File: config.mk
export PLATFORM = sky130hd
export DESIGN_NAME = bitcell_array_ctrl
export DESIGN_NICKNAME = d
export VERILOG_FILES = /design/src/rtl/bitcell_array_ctrl.sv
export SDC_FILE = /design/constraint.sdc
export NUM_CORES = 1
export LEC_CHECK = 0
export CAP_MARGIN = 20
export CORE_MARGIN = 2
export CORE_UTILIZATION = 42
export CTS_BUF_LIST = sky130_fd_sc_hd__clkbuf_16
export DETAILED_ROUTE_END_ITERATION = 10
export PLACE_DENSITY = 0.77
export SLEW_MARGIN = 40
export SYNTH_ARGS = -nofsm -noshare
export SYNTH_HDL_FRONTEND = slang
export SYNTH_SLANG_ARGS = --single-unit
File: constraint.sdc
create_clock -name clk -period 1.6 [get_ports clk]
set_input_delay 0.24 -clock clk [delete_from_list [all_inputs] [get_ports clk]]
set_output_delay 0.24 -clock clk [all_outputs]
set_load 0.02 [all_outputs]
File: src/rtl/bitcell_array_ctrl.sv
// Access controller for a ROWS x WIDTH SR-latch bitcell array.
// Optional write-verify readback: define BITCELL_ARRAY_CTRL_VERIFY_EN.
module bitcell_array_ctrl #(
  parameter int ROWS         = 4,
  parameter int WIDTH        = 4,
  parameter int ADDR_W       = $clog2(ROWS),
  parameter int WRITE_CYCLES = 2
) (
  input  logic              clk,
  input  logic              reset,
`ifdef BITCELL_ARRAY_CTRL_VERIFY_EN
  output logic              wr_err,
`endif
  input  logic              req_valid,
  output logic              req_ready,
  input  logic              req_write,
  input  logic [ADDR_W-1:0] req_addr,
  input  logic [WIDTH-1:0]  req_wdata,
  output logic              rsp_valid,
  output logic [WIDTH-1:0]  rsp_rdata,
  output logic [ROWS-1:0]   arr_sel,
  output logic              arr_read,
  output logic [WIDTH-1:0]  arr_in,
  input  logic [WIDTH-1:0]  arr_out
);

  localparam int CW = (WRITE_CYCLES > 1) ? $clog2(WRITE_CYCLES) : 1;
  localparam logic [CW-1:0] CNT_LAST = CW'(WRITE_CYCLES - 1);

  typedef enum logic [2:0] {
    IDLE,
    W_SETUP,
    W_PULSE,
    W_HOLD,
    R_ACCESS,
    R_SAMPLE,
    V_ACCESS,
    V_SAMPLE
  } state_t;

  state_t state, state_nxt;

  logic [CW-1:0]    cnt, cnt_nxt;
  logic [ROWS-1:0]  sel_nxt;
  logic [WIDTH-1:0] in_nxt;
  logic [WIDTH-1:0] rdata_nxt;
  logic             read_nxt;
  logic             rsp_nxt;
  logic             accept;
`ifdef BITCELL_ARRAY_CTRL_VERIFY_EN
  logic             err_nxt;
`endif

  // Out-of-range addresses decode to no row at all.
  function automatic logic [ROWS-1:0] dec(input logic [ADDR_W-1:0] a);
    dec = '0;
    for (int i = 0; i < ROWS; i++)
      if (a == ADDR_W'(i)) dec[i] = 1'b1;
  endfunction

  assign accept = req_valid && req_ready;

  always_comb begin
    state_nxt = state;
    cnt_nxt   = cnt;
    sel_nxt   = arr_sel;
    in_nxt    = arr_in;
    rdata_nxt = rsp_rdata;
    read_nxt  = 1'b1;
    rsp_nxt   = 1'b0;
`ifdef BITCELL_ARRAY_CTRL_VERIFY_EN
    err_nxt   = 1'b0;
`endif
    unique case (state)
      IDLE: begin
        sel_nxt = '0;
        if (accept) begin
          sel_nxt = dec(req_addr);
          if (req_write) begin
            state_nxt = W_SETUP;
            in_nxt    = req_wdata;
          end else begin
            state_nxt = R_ACCESS;
          end
        end
      end
      W_SETUP: begin
        state_nxt = W_PULSE;
        read_nxt  = 1'b0;
        cnt_nxt   = '0;
      end
      W_PULSE: begin
        if (cnt == CNT_LAST) begin
          state_nxt = W_HOLD;
        end else begin
          cnt_nxt  = cnt + 1'b1;
          read_nxt = 1'b0;
        end
      end
      W_HOLD: begin
`ifdef BITCELL_ARRAY_CTRL_VERIFY_EN
        state_nxt = V_ACCESS;
`else
        state_nxt = IDLE;
        sel_nxt   = '0;
`endif
      end
      R_ACCESS: state_nxt = R_SAMPLE;
      R_SAMPLE: begin
        state_nxt = IDLE;
        sel_nxt   = '0;
        rsp_nxt   = 1'b1;
        rdata_nxt = (arr_sel == '0) ? '0 : arr_out;
      end
      V_ACCESS: state_nxt = V_SAMPLE;
      V_SAMPLE: begin
        state_nxt = IDLE;
        sel_nxt   = '0;
`ifdef BITCELL_ARRAY_CTRL_VERIFY_EN
        // arr_in still carries the data just written.
        err_nxt   = (arr_sel != '0) && (arr_out != arr_in);
`endif
      end
      default: begin
        state_nxt = IDLE;
        sel_nxt   = '0;
      end
    endcase
  end

  always_ff @(posedge clk or posedge reset) begin
    if (reset) begin
      state     <= IDLE;
      cnt       <= '0;
      req_ready <= 1'b1;
      rsp_valid <= 1'b0;
      rsp_rdata <= '0;
      arr_sel   <= '0;
      arr_read  <= 1'b1;
      arr_in    <= '0;
    end else begin
      state     <= state_nxt;
      cnt       <= cnt_nxt;
      req_ready <= (state_nxt == IDLE);
      rsp_valid <= rsp_nxt;
      rsp_rdata <= rdata_nxt;
      arr_sel   <= sel_nxt;
      arr_read  <= read_nxt;
      arr_in    <= in_nxt;
    end
  end

`ifdef BITCELL_ARRAY_CTRL_VERIFY_EN
  always_ff @(posedge clk or posedge reset) begin
    if (reset) wr_err <= 1'b0;
    else       wr_err <= err_nxt;
  end
`endif

endmodule

## Yosys cells after proc, flatten, opt, wreduce, memory -nomap -nowiden

Cells that the tools add are included.

| storage, ports and cells | value |
|---|---|
| register bits | 19 |
| bits of input ports | 14 |
| output and inout bits | 15 |
| logic and storage cells | 44 |

| operators by class | value |
|---|---|
| add/subtract/negate cells | 1 |
| equal/unequal tests | 10 |
| muxes and demuxes | 16 |
| reduce and logical (&&, ||, !) cells | 9 |

Operator list:

| kind | number |
|---|---|
| one-hot mux 3 bit (6 select lines) | 1 |
| equality test 3 bit, second input constant | 4 |
| 2-to-1 mux 3 bit | 3 |
| 2-to-1 mux 4 bit | 2 |
| one-hot mux 4 bit (2 select lines) | 1 |
| 2-to-1 mux 1 bit | 7 |
| equality test 3 x 2 -> 1 bit, second input constant | 2 |
| logical NOT 3 bit | 2 |
| equality test 2 bit, second input constant | 2 |
| logical NOT 4 bit | 1 |
| one-hot mux 1 bit (2 select lines) | 2 |
| nonzero test 2 bit | 2 |
| equality test 3 x 1 -> 1 bit, second input constant | 1 |
| AND reduction 3 bit | 1 |
| OR reduction 3 bit | 1 |
| equality test 2 x 1 -> 1 bit, second input constant | 1 |
| logical NOT 2 bit | 1 |
| adder 1 bit, second input constant | 1 |
| logical AND 1 bit | 1 |

## Depth between registers and ports, before layout

Gate-level depths: netlist of run 1.

| depth | value |
|---|---|
| depth after elaboration | 4 |
| gate-level depth with buffers | 4 |

## Least setup slack after synthesis of run 1

No wires, ideal clock.

| timing path | value |
|---|---|
| kind | reg-to-reg |
| from | reg state[0] |
| to | reg arr_in[0] |
| arrival time | 1.058 ns |
| setup slack | 0.417 ns |
| stages on the path, launching flop included | 5 |
| buffers on the path | 1 |
| period minus slack after synthesis | 1.183 ns |
| cell sequence | dfrtp_1 > buf_6 > nor2b_1 > nand4_2 > mux2_2 |

| between the ends | value |
|---|---|
| cells in the longest elaborated chain, start to end | 2 |

RTL lines:

| item | RTL line | text |
|---|---|---|
| from (decl) | 41 | `state_t state, state_nxt;` |
| from (signal assigned) | 142 | `state <= state_nxt;` |
| logical NOT 3 bit | 74 | `unique case (state)` |
| AND reduction 3 bit (no line) | n/a |  |
| to (signal assigned) | 149 | `arr_in <= in_nxt;` |
| to (decl) | 23 | `output logic [WIDTH-1:0] arr_in,` |

No other way between the ends.
A chain may end at the register's enable or synchronous reset.

## Worst setup path after layout of run 1

| timing path | value |
|---|---|
| from | reg arr_sel[0] |
| to | out arr_sel[0] |

RTL lines:

| item | RTL line | text |
|---|---|---|
| from (decl) | 21 | `output logic [ROWS-1:0] arr_sel,` |
| from (signal assigned) | 147 | `arr_sel <= sel_nxt;` |

No word-level cell between the ends.

==> results of run 1 <==
## what timing repair did
item                       CTS  global route
setup endpoints to repair    1             1
buffers inserted             0             0
gates cloned                 0             0
resized for setup            1             1
pin swaps                    0             0
## cells by family (layout without fill, tap and decap cells)
logic type | count (synthesis) | in the layout | synth area share [%]
xor+xnor | 1 | 1 | 1.12
buf+inv | 8 | 39 | 5.78
mux | 5 | 5 | 7.22
simple gates | 10 | 10 | 9.31
flops | 19 | 19 | 61.3
compound gates | 15 | 15 | 15.2
## Yosys cell counts
cell type,count
sky130_fd_sc_hd__a21oi_1,2
sky130_fd_sc_hd__a22o_1,4
sky130_fd_sc_hd__a32o_2,4
sky130_fd_sc_hd__and2b_2,1
sky130_fd_sc_hd__and4b_1,1
sky130_fd_sc_hd__buf_6,2
sky130_fd_sc_hd__dfrtp_1,17
sky130_fd_sc_hd__dfstp_2,2
sky130_fd_sc_hd__inv_1,6
sky130_fd_sc_hd__mux2_2,5
sky130_fd_sc_hd__nand3b_1,1
sky130_fd_sc_hd__nand4_2,1
sky130_fd_sc_hd__nor2_1,2
sky130_fd_sc_hd__nor2_2,1
sky130_fd_sc_hd__nor2b_1,1
sky130_fd_sc_hd__nor3b_1,1
sky130_fd_sc_hd__nor4_1,1
sky130_fd_sc_hd__o21ai_0,4
sky130_fd_sc_hd__o2bb2ai_1,1
sky130_fd_sc_hd__xnor2_1,1
## cell type report
class	count	area (um2)	share of cell area, %
flip-flops and latches	19	478	41.3
repair buffers	29	289	25.0
multi-input cells	31	256	22.2
clock buffers	3	75.1	6.49
well taps	25	31.3	2.71
inverters	6	22.5	1.95
clock inverters	1	3.75	0.325
## per-stage QoR
stage | instance area [um2] | worst slack (ns) | hold WS, ns
global route | 1160 | 0.0796 | 0.284
finish | 1160 | 0.129 | 0.244
detailed placement | 1080 | 0.0921 | 0.498
CTS | 1150 | 0.0103 | 0.251
floorplan | 779 | 0.417 | 0.190
global placement | 1080 | 0.105 | 0.489
## routing by layer
metal  routed length (um)  share of wire, %  global-route usage, %  vias up
met3                   58               3.8                   3.46        2
met2                  792                52                   27.4       17
met1                  664                44                   20.0      272
met5                    0                 0                      0        -
met4                   10              0.66                   6.67        0
li1                     -                 -                      -      270
## worst paths after layout
check | end | slack [ns]
setup / recovery | arr_sel[0] | 0.13
hold / removal | state[2] | 0.24
setup reg to reg | arr_in[3] | 0.27
hold reg to reg | arr_in[2] | 0.51
max in group asynchronous | req_ready | 0.82
min in group clk | arr_in[2] | 0.51
## state kept, by name, indices dropped and copies added (netlist names)
register and flops:
arr_sel 4, rsp_valid 1, arr_read 1, req_ready 1
state 3, cnt 1, arr_in 4, rsp_rdata 4
## power by group through the flow
stage	Clock [mW]	Combinational (mW)	Sequential, mW
floorplan	0	0.386	0.947
global placement	0	0.818	0.826
detailed placement	0	0.838	0.829
CTS	0.495	0.839	0.826
global route	0.526	0.899	0.850
finish	0.492	0.827	0.825
==> results.sh, run 1 <==
export IMPL_grt_first_pass_wirelength_mm=2.39
export IMPL_hold_viol_final=0
export IMPL_seq_power_share_pct=38.5
export IMPL_top_level_ports=29
export IMPL_clock_power_share_pct=22.9
export IMPL_worst_endpoint_arrival_ns=1.23
export IMPL_finish_cell_count_without_fillers=114
export IMPL_synth_seq_cells=19
export IMPL_mostFrequentLayoutCell="sky130_fd_sc_hd__clkdlybuf4s50_1"
export IMPL_cap_violations=0
export IMPL_syn_instance_count=58
export IMPL_maximum_vdd_drop_mv=0.797
export IMPL_setup_worst_path_class="register to output pin"
export IMPL_cellPowerDensity_mw_per_mm2=1860
export IMPL_clkTransAtPathRegs_ns=0.05
export IMPL_nNetsFinal=104
export IMPL_fin_tns_setup_ns=0
export IMPL_status="finished clean"
export IMPL_crit_path_start_kind="register"
export IMPL_antenna_found_initial=0
export IMPL_layout_filler_cells=134
export IMPL_layout_core_utilization_pct=66.2
export IMPL_globalRoute_totalOverflow=0
export IMPL_power_switching_share_pct=33.3
export IMPL_netlist_cell_type_count=20
export IMPL_slowest_delay_ns=0.62
export IMPL_std_cell_rows=15
export IMPL_cp_slowest_cell="sky130_fd_sc_hd__clkdlybuf4s50_1"
export IMPL_flow_area_growth_from_synthesis_pct=48.3
export IMPL_rr_worst_depth=3
export IMPL_crit_fanout=3
export IMPL_detailedPlacementHpwl_mm=1.15
export IMPL_floorplan_initialDensity_pct=44.7
export IMPL_detail_route_vias_per_cell=4.92
export IMPL_cp_required_ns=1.36
export IMPL_clock_insertion_delay_worst_skew_ns=0.24
export IMPL_cell_type_with_the_largest_total_area_after_synthesis="sky130_fd_sc_hd__dfrtp_1"
export IMPL_synth_yosys_seq_area_share_pct=61.3
export IMPL_critical_path_cell_count=1
export IMPL_worst_path_buf_inv=1
export IMPL_drc=0
export IMPL_clk_path_buf_depth=2
export IMPL_routed_via_count=561
export IMPL_timing_critical_path_from="arr_sel[0]"
export IMPL_placed_cells_incl_taps=110
export IMPL_drt_pass1_iterations=4
export IMPL_detail_route_iter0_violations=9
export IMPL_post_cts_hold_buffer_count=0
export IMPL_core_area_mm2=0.00175
export IMPL_tritoncts="built"
export IMPL_post_route_cells_drive_above_1_share_pct=20.2
export IMPL_setup_viol=0
export IMPL_die_width_um=47.1
export IMPL_postSynthNetCount=72
export IMPL_most_common_layout_cells="sky130_fd_sc_hd__clkdlybuf4s50_1, sky130_fd_sc_hd__dfrtp_1, sky130_fd_sc_hd__inv_1"
export IMPL_dieArea_mm2=0.00222
export IMPL_grt_start_max_net_pins=13
export IMPL_timing_slew_headroom_pct=69.6
export IMPL_worst_min_path_class="input port to asynchronous set/reset pin"
export IMPL_worst_pin_slew_ns=0.453
export IMPL_wl_per_cell_um=13.4
export IMPL_post_synth_cell_area_avg_um2=13.4
export IMPL_input_output_buffers=28
export IMPL_die_h_um=47.1
export IMPL_layout_worst_path_cycle_share_pct=91.9
export IMPL_synthTopCellsByArea="sky130_fd_sc_hd__dfrtp_1, sky130_fd_sc_hd__mux2_2, sky130_fd_sc_hd__dfstp_2"
export IMPL_cts_htree_levels=1
export IMPL_synth_largest_type_area_fraction_pct=54.6
export IMPL_finalClockSkew_ns=0.000812
export IMPL_totalPowerFinal_mw=2.14
export IMPL_detail_route_antenna_nets=0
export IMPL_drt_wl_total_mm=1.53
export IMPL_setup_worst_path_end_class="output pin"
export IMPL_rsz0062_at_grt="false"
export IMPL_ys_warnings_count=0
export IMPL_maxSlewViolCount=0
export IMPL_timing_fmax_ghz=0.680
export IMPL_cts_made_buffers=3
export IMPL_globalRouteTotalUtil_pct=16.2
export IMPL_total_number_of_clock_tree_sinks=19
export IMPL_static_leakage_power_nw=0.541
export IMPL_p_int_mw=1.43
export IMPL_antenna_cells_inserted=0
export IMPL_path_delay_family="buffers and inverters"
export IMPL_fin_crit_ns=1.47
export IMPL_vias_in_the_first_global_route=569
export IMPL_globalplace_congestion=0.679
export IMPL_crit_chain="clkdlybuf4s50_1"
export IMPL_reg2reg_from="state[1]"
export IMPL_synthesis_area_um2=779
export IMPL_ctsRootBufferMaster="sky130_fd_sc_hd__clkbuf_16"
export IMPL_logic_gate_share_of_total_power_pct=38.6
export IMPL_switching_power_mw=0.713
Note: power is estimated with default switching activity, not from simulation.
==> run 2: changes to the inputs <==
SKIP_LAST_GASP = 1   (was unset)
==> results of run 2 <==
Same layout as run 1: the final DEF is identical, and so are final timing and power.
